**config.mk**
```make
export PLATFORM = sky130hd
export DESIGN_NAME = hazard_ctrl
export DESIGN_NICKNAME = d
export VERILOG_FILES = /design/src/rtl/hazard_ctrl.sv
export SDC_FILE = /design/constraint.sdc
export NUM_CORES = 1
export LEC_CHECK = 0
export CORE_ASPECT_RATIO = 0.6
export CORE_UTILIZATION = 41
export DETAILED_ROUTE_END_ITERATION = 10
export PLACE_DENSITY = 0.94
export REMOVE_ABC_BUFFERS = 1
export SETUP_SLACK_MARGIN = 0.1
export SLEW_MARGIN = 20
export SYNTH_ARGS = -nofsm -noshare
export SYNTH_HDL_FRONTEND = slang
export SYNTH_SLANG_ARGS = --single-unit
```
**constraint.sdc**
```tcl
create_clock -name vclk -period 3.7
set_input_delay 0.37 -clock vclk [all_inputs]
set_output_delay 0.37 -clock vclk [all_outputs]
set_load 0.1 [all_outputs]
```
**src/rtl/hazard_ctrl.sv**
```systemverilog
// Stall, forwarding and multiply/divide busy control for a 5-stage MIPS-subset pipeline.
// Optional macro HAZARD_CTRL_MD_EN enables the multiply/divide busy tracker and its interlock.
module hazard_ctrl #(
  parameter int unsigned MULT_CYCLES = 5,
  parameter int unsigned DIV_CYCLES  = 10
) (
  input  logic        clk,
  input  logic        reset,
  input  logic [31:0] IR_D,
  input  logic [31:0] IR_E,
  input  logic [31:0] IR_M,
  input  logic [31:0] IR_W,
  output logic        stall,
  output logic        clr_E,
  output logic [1:0]  fwd_rs_D,
  output logic [1:0]  fwd_rt_D,
  output logic [1:0]  fwd_rs_E,
  output logic [1:0]  fwd_rt_E,
  output logic        fwd_rt_M,
  output logic        md_busy
);

  typedef struct packed {
    logic       use_rs;
    logic       use_rt;
    logic [1:0] tuse_rs;
    logic [1:0] tuse_rt;
    logic [1:0] tnew;      // producer latency as seen from E
    logic [4:0] rs;
    logic [4:0] rt;
    logic [4:0] dst;       // 0 means no destination
    logic       is_lw;
    logic       is_sw;
    logic       md_start;
    logic       is_div;
    logic       md_op;
  } dec_t;

  function automatic dec_t decode(input logic [31:0] ir);
    dec_t d;
    d    = '0;
    d.rs = ir[25:21];
    d.rt = ir[20:16];
    case (ir[31:26])
      6'h00: begin
        case (ir[5:0])
          6'h21, 6'h23: begin                     // addu, subu
            d.use_rs = 1'b1; d.tuse_rs = 2'd1;
            d.use_rt = 1'b1; d.tuse_rt = 2'd1;
            d.dst = ir[15:11]; d.tnew = 2'd1;
          end
          6'h08: begin d.use_rs = 1'b1; d.tuse_rs = 2'd0; end // jr
          6'h18, 6'h19, 6'h1a, 6'h1b: begin       // mult, multu, div, divu
            d.use_rs = 1'b1; d.tuse_rs = 2'd1;
            d.use_rt = 1'b1; d.tuse_rt = 2'd1;
`ifdef HAZARD_CTRL_MD_EN
            d.md_op = 1'b1; d.md_start = 1'b1; d.is_div = ir[1];
`else
            d.dst = ir[15:11]; d.tnew = 2'd1;
`endif
          end
          6'h10, 6'h12: begin                     // mfhi, mflo
            d.dst = ir[15:11]; d.tnew = 2'd1;
`ifdef HAZARD_CTRL_MD_EN
            d.md_op = 1'b1;
`endif
          end
          6'h11, 6'h13: begin                     // mthi, mtlo
            d.use_rs = 1'b1; d.tuse_rs = 2'd1;
`ifdef HAZARD_CTRL_MD_EN
            d.md_op = 1'b1;
`else
            d.dst = ir[15:11]; d.tnew = 2'd1;
`endif
          end
          default: d = '0;
        endcase
      end
      6'h0d: begin d.use_rs = 1'b1; d.tuse_rs = 2'd1; d.dst = ir[20:16]; d.tnew = 2'd1; end // ori
      6'h0f: begin d.dst = ir[20:16]; d.tnew = 2'd1; end                                  // lui
      6'h23: begin                                                                         // lw
        d.use_rs = 1'b1; d.tuse_rs = 2'd1;
        d.dst = ir[20:16]; d.tnew = 2'd2; d.is_lw = 1'b1;
      end
      6'h2b: begin                                                                         // sw
        d.use_rs = 1'b1; d.tuse_rs = 2'd1;
        d.use_rt = 1'b1; d.tuse_rt = 2'd2; d.is_sw = 1'b1;
      end
      6'h04: begin d.use_rs = 1'b1; d.use_rt = 1'b1; end                                   // beq
      6'h02: d = '0;                                                                       // j
      6'h03: begin d.dst = 5'd31; d.tnew = 2'd0; end                                       // jal
      default: d = '0;
    endcase
    return d;
  endfunction

  // A D-stage read conflicts with a producer in E or M that cannot deliver in time.
  function automatic logic raw_hazard(input logic use_r, input logic [4:0] r,
                                      input logic [1:0] tuse, input dec_t e, input dec_t m);
    logic hit_e, hit_m;
    hit_e = (r == e.dst) && (tuse < e.tnew);
    hit_m = (r == m.dst) && (tuse < {1'b0, m.is_lw});
    return use_r && (r != 5'd0) && (hit_e || hit_m);
  endfunction

  function automatic logic [1:0] src_d(input logic use_r, input logic [4:0] r,
                                       input dec_t e, input dec_t m, input dec_t w);
    logic [1:0] s;
    s = 2'd0;
    if (use_r && r != 5'd0) begin
      if (r == e.dst && e.tnew == 2'd0)  s = 2'd1;
      else if (r == m.dst && !m.is_lw)   s = 2'd2;
      else if (r == w.dst)               s = 2'd3;
    end
    return s;
  endfunction

  function automatic logic [1:0] src_e(input logic use_r, input logic [4:0] r,
                                       input dec_t m, input dec_t w);
    logic [1:0] s;
    s = 2'd0;
    if (use_r && r != 5'd0) begin
      if (r == m.dst && !m.is_lw) s = 2'd2;
      else if (r == w.dst)        s = 2'd3;
    end
    return s;
  endfunction

  dec_t dec_d, dec_e, dec_m, dec_w;
  logic md_stall;

  assign dec_d = decode(IR_D);
  assign dec_e = decode(IR_E);
  assign dec_m = decode(IR_M);
  assign dec_w = decode(IR_W);

`ifdef HAZARD_CTRL_MD_EN
  localparam int unsigned MAX_CYC = (MULT_CYCLES > DIV_CYCLES) ? MULT_CYCLES : DIV_CYCLES;
  localparam int unsigned CNT_W   = ($clog2(MAX_CYC) < 1) ? 1 : $clog2(MAX_CYC);

  typedef enum logic {MD_IDLE, MD_BUSY} md_state_t;

  md_state_t        md_state;
  logic [CNT_W-1:0] md_cnt;
  logic [CNT_W-1:0] md_load;
  logic             unused_bits;

  assign md_load = dec_e.is_div ? CNT_W'(DIV_CYCLES - 1) : CNT_W'(MULT_CYCLES - 1);

  // Busy tracker: a new start always reloads; the count saturates rather than wrapping.
  always_ff @(posedge clk) begin
    if (reset) begin
      md_state <= MD_IDLE;
      md_cnt   <= '0;
    end else if (dec_e.md_start) begin
      md_state <= (md_load != '0) ? MD_BUSY : MD_IDLE;
      md_cnt   <= md_load;
    end else if (md_state == MD_BUSY) begin
      if (md_cnt <= CNT_W'(1)) begin
        md_state <= MD_IDLE;
        md_cnt   <= '0;
      end else begin
        md_cnt <= md_cnt - CNT_W'(1);
      end
    end
  end

  assign md_busy     = (md_state == MD_BUSY) || dec_e.md_start;
  assign md_stall    = dec_d.md_op && md_busy;
  assign unused_bits = ^{dec_d, dec_e, dec_m, dec_w};
`else
  logic unused_bits;

  assign md_busy     = 1'b0;
  assign md_stall    = 1'b0;
  assign unused_bits = ^{clk, reset, dec_d, dec_e, dec_m, dec_w, (MULT_CYCLES == DIV_CYCLES)};
`endif

  assign stall = raw_hazard(dec_d.use_rs, dec_d.rs, dec_d.tuse_rs, dec_e, dec_m)
              || raw_hazard(dec_d.use_rt, dec_d.rt, dec_d.tuse_rt, dec_e, dec_m)
              || md_stall;
  assign clr_E = stall;

  assign fwd_rs_D = src_d(dec_d.use_rs, dec_d.rs, dec_e, dec_m, dec_w);
  assign fwd_rt_D = src_d(dec_d.use_rt, dec_d.rt, dec_e, dec_m, dec_w);
  assign fwd_rs_E = src_e(dec_e.use_rs, dec_e.rs, dec_m, dec_w);
  assign fwd_rt_E = src_e(dec_e.use_rt, dec_e.rt, dec_m, dec_w);
  assign fwd_rt_M = dec_m.is_sw && (dec_m.rt != 5'd0) && (dec_m.rt == dec_w.dst);

endmodule

```
==> results.md <==
* Result of the run: finished, violations left
* Failing checks: DRC, setup timing
* Most frequent cells in the layout: 62 x clkdlybuf4s50_1, 60 x buf_4, 27 x nand2_1, 26 x a21oi_1, 23 x nor2_1
* First-pass GRT wire length at 18.8 mm
* Die Y at 62.2 um
* Final #Nets at 655
* Core Area at 5700 sq um
* Overall Global Routing Usage at 35.8%
* Worst Hold Path EP: fwd_rt_E[1]
* Hold Fails Final Rpt at 0
* Critical path cell sequence: clkdlybuf4s50_1 > nand4bb_1 > a21oi_4 > a221oi_1 > o211ai_1 > o21ai_0 > nand4b_1 > a21boi_4 > buf_12
* Total congestion overflow at 0
* GP Congestion at 0.975
* Worst-margin pin slew at 1.31 ns
* Ys Warns at 0
* Fin util at 80.1%
* Max Cap Violations at 0
* Commonest non-fill, non-tap cell in the layout: clkdlybuf4s50_1
* Data required time of the worst path at 3.33 ns
* Largest net degree at the start of global routing at 13
* Die Area at 6360 sq um
* Total wire length at 14.2 mm
* Drt via density at 7.51
* FILL cells at 344
* Residual DRC count at 14
* Drt first pass iters at 11
* Vias in the first global route at 4,012
* HP Class: in2out
* Final worst-path cycle share at 104%
* Crit end category: output port
* Crit Path Class: in2out
* Mapped Avg Cell Area at 6.54 sq um
* Library cells used by synthesis at 73
* Final setup vio count at 4
* Worst hold path startpoint: IR_E[26]
* Initial Util at 43.4%
* # rows at 21
* Max Clk Rate at 260 MHz
* # diodes at 0
* Final setup margin at -0.151 ns
* Area grow syn2layout at 84.5%
* CP peak stage delay at 0.88 ns
* Initial antenna violation count at 0
* Slew headroom at 11.7%
* Maximum vdd ir drop at 0.0587 mV
* Sequential share of the synthesized area at 0%
* Worst Path Max Fanout at 8
* CP Data Arrival Time at 3.48 ns
* Sequential cell count at 0
* Final Slew Violations at 0
* Worst Setup Start Kind: primary input
* Reg area at 0 sq um
* DR vias at 4,522
* Post-cts hold buffer count at 0
* Mapped Cells at 378
* Critical path origin: IR_W[28]
* Die W at 102 um
* I/O Buffers at 103
* HPWL after detailed placement at 8.50 mm
* Share of layout cells above drive strength 1 at 28.7%
* Synth Cell Area at 2470 sq um
* Remaining antenna violation count after routing at 0
* Leakage power at 1.77 nW
* Final Total Pwr at 0.000448 W
* Worst path slowest cell: a221oi_1
* RSZ-0062 raised after global routing: true
* Pwr/cell area at 98.1 nW/um^2
* Clkbuf count at 0
* 1st-iter DRT viols at 895
* Wire per inst at 23.7 um
* Final Critical Period at 3.85 ns
* I/O Pins at 142
* Hold depth at 6
critical path: cells and delay by family:
kind / cells / cell delay (ns)
buffers and inverters: 2 / 0.77
AOI/OAI and AO/OA: 5 / 1.85
and+or+nand+nor: 2 / 0.47
cells by family after synthesis:
| group | share of synthesized area, % |
|---|---|
| and+or+nand+nor | 41.5 |
| adders and majority gates | 0.506 |
| other | 0.152 |
| buffers and inverters | 5.11 |
| xor gates and xnor gates | 7.44 |
| AOI/OAI and AO/OA | 45.3 |
routing by layer:
metal / track usage, % / share of wire (%) / vias to the layer above
li1: - / - / 1819
met1: 44.7 / 34 / 1990
met2: 59.1 / 42 / 539
met3: 7.32 / 16 / 174
met4: 15.7 / 8.6 / 0
met5: 0 / 0 / -
area by class of cell:
cell class / count / area [sq um] / area share [%]
repair buffers: 168 / 1670 / 36.6
inverters: 4 / 15.0 / 0.329
multi-input cells: 350 / 2780 / 60.9
well taps: 80 / 100 / 2.19
Yosys cell counts, drive strengths merged, types with 6 or more instances:
cell type	count	area [sq um]
buf	10	58.8
a221o	7	70.1
clkbuf	14	52.6
o211ai	7	52.6
a211oi	6	45.0
or2	6	37.5
xnor2	10	87.6
a221oi	10	93.8
a21oi	30	154
nor3b	6	45.0
o21ai	26	130
nor4	6	37.5
nand4	6	37.5
nand3	12	60.1
nand2	29	109
nor2	23	86.3
nand2b	11	68.8
a22oi	6	50.1
or4	6	45.0
nor2b	17	106
nor3	13	65.1
xor2	11	96.3
through the flow:
step           std cells  hold WS [ns]  instance area (sq um)  setup WS, ns  TNS (ns)
6_report             602          1.57                   4560        -0.151    -0.342
5_1_grt              602          1.62                   4560        -0.230    -0.871
2_1_floorplan        354          1.23                   2360         -3.32    -12.82
4_1_cts              590          1.60                   4160         0.101         0
3_5_place_dp         584          1.68                   3980        -0.325     -1.13
3_3_place_gp         584          1.67                   3980        -0.133    -0.447
worst max-delay path by stage:
stage | endpoint | slack (ns) | cells past startpoint
after floorplan | fwd_rt_M | -3.32 | 5
after global placement | fwd_rs_D[0] | -0.13 | 10
after detailed placement | fwd_rs_D[0] | -0.33 | 10
after CTS | fwd_rs_D[1] | 0.10 | 10
after global routing | fwd_rt_D[1] | -0.23 | 10
final | fwd_rs_D[0] | -0.15 | 9
power by group:
group | switching (W) | internal, W | total (W)
Combinational | 0.000237 | 0.000211 | 0.000448
Clock | 0 | 0 | 0
Sequential | 0 | 0 | 0
Total | 0.000237 | 0.000211 | 0.000448
what timing repair did:
item,4_1_cts,5_1_grt
pin swaps,14,28
resized for setup,45,77
setup endpoints to repair,11,11
buffers inserted,6,12
No activity file was read; power rests on OpenSTA's default activity.
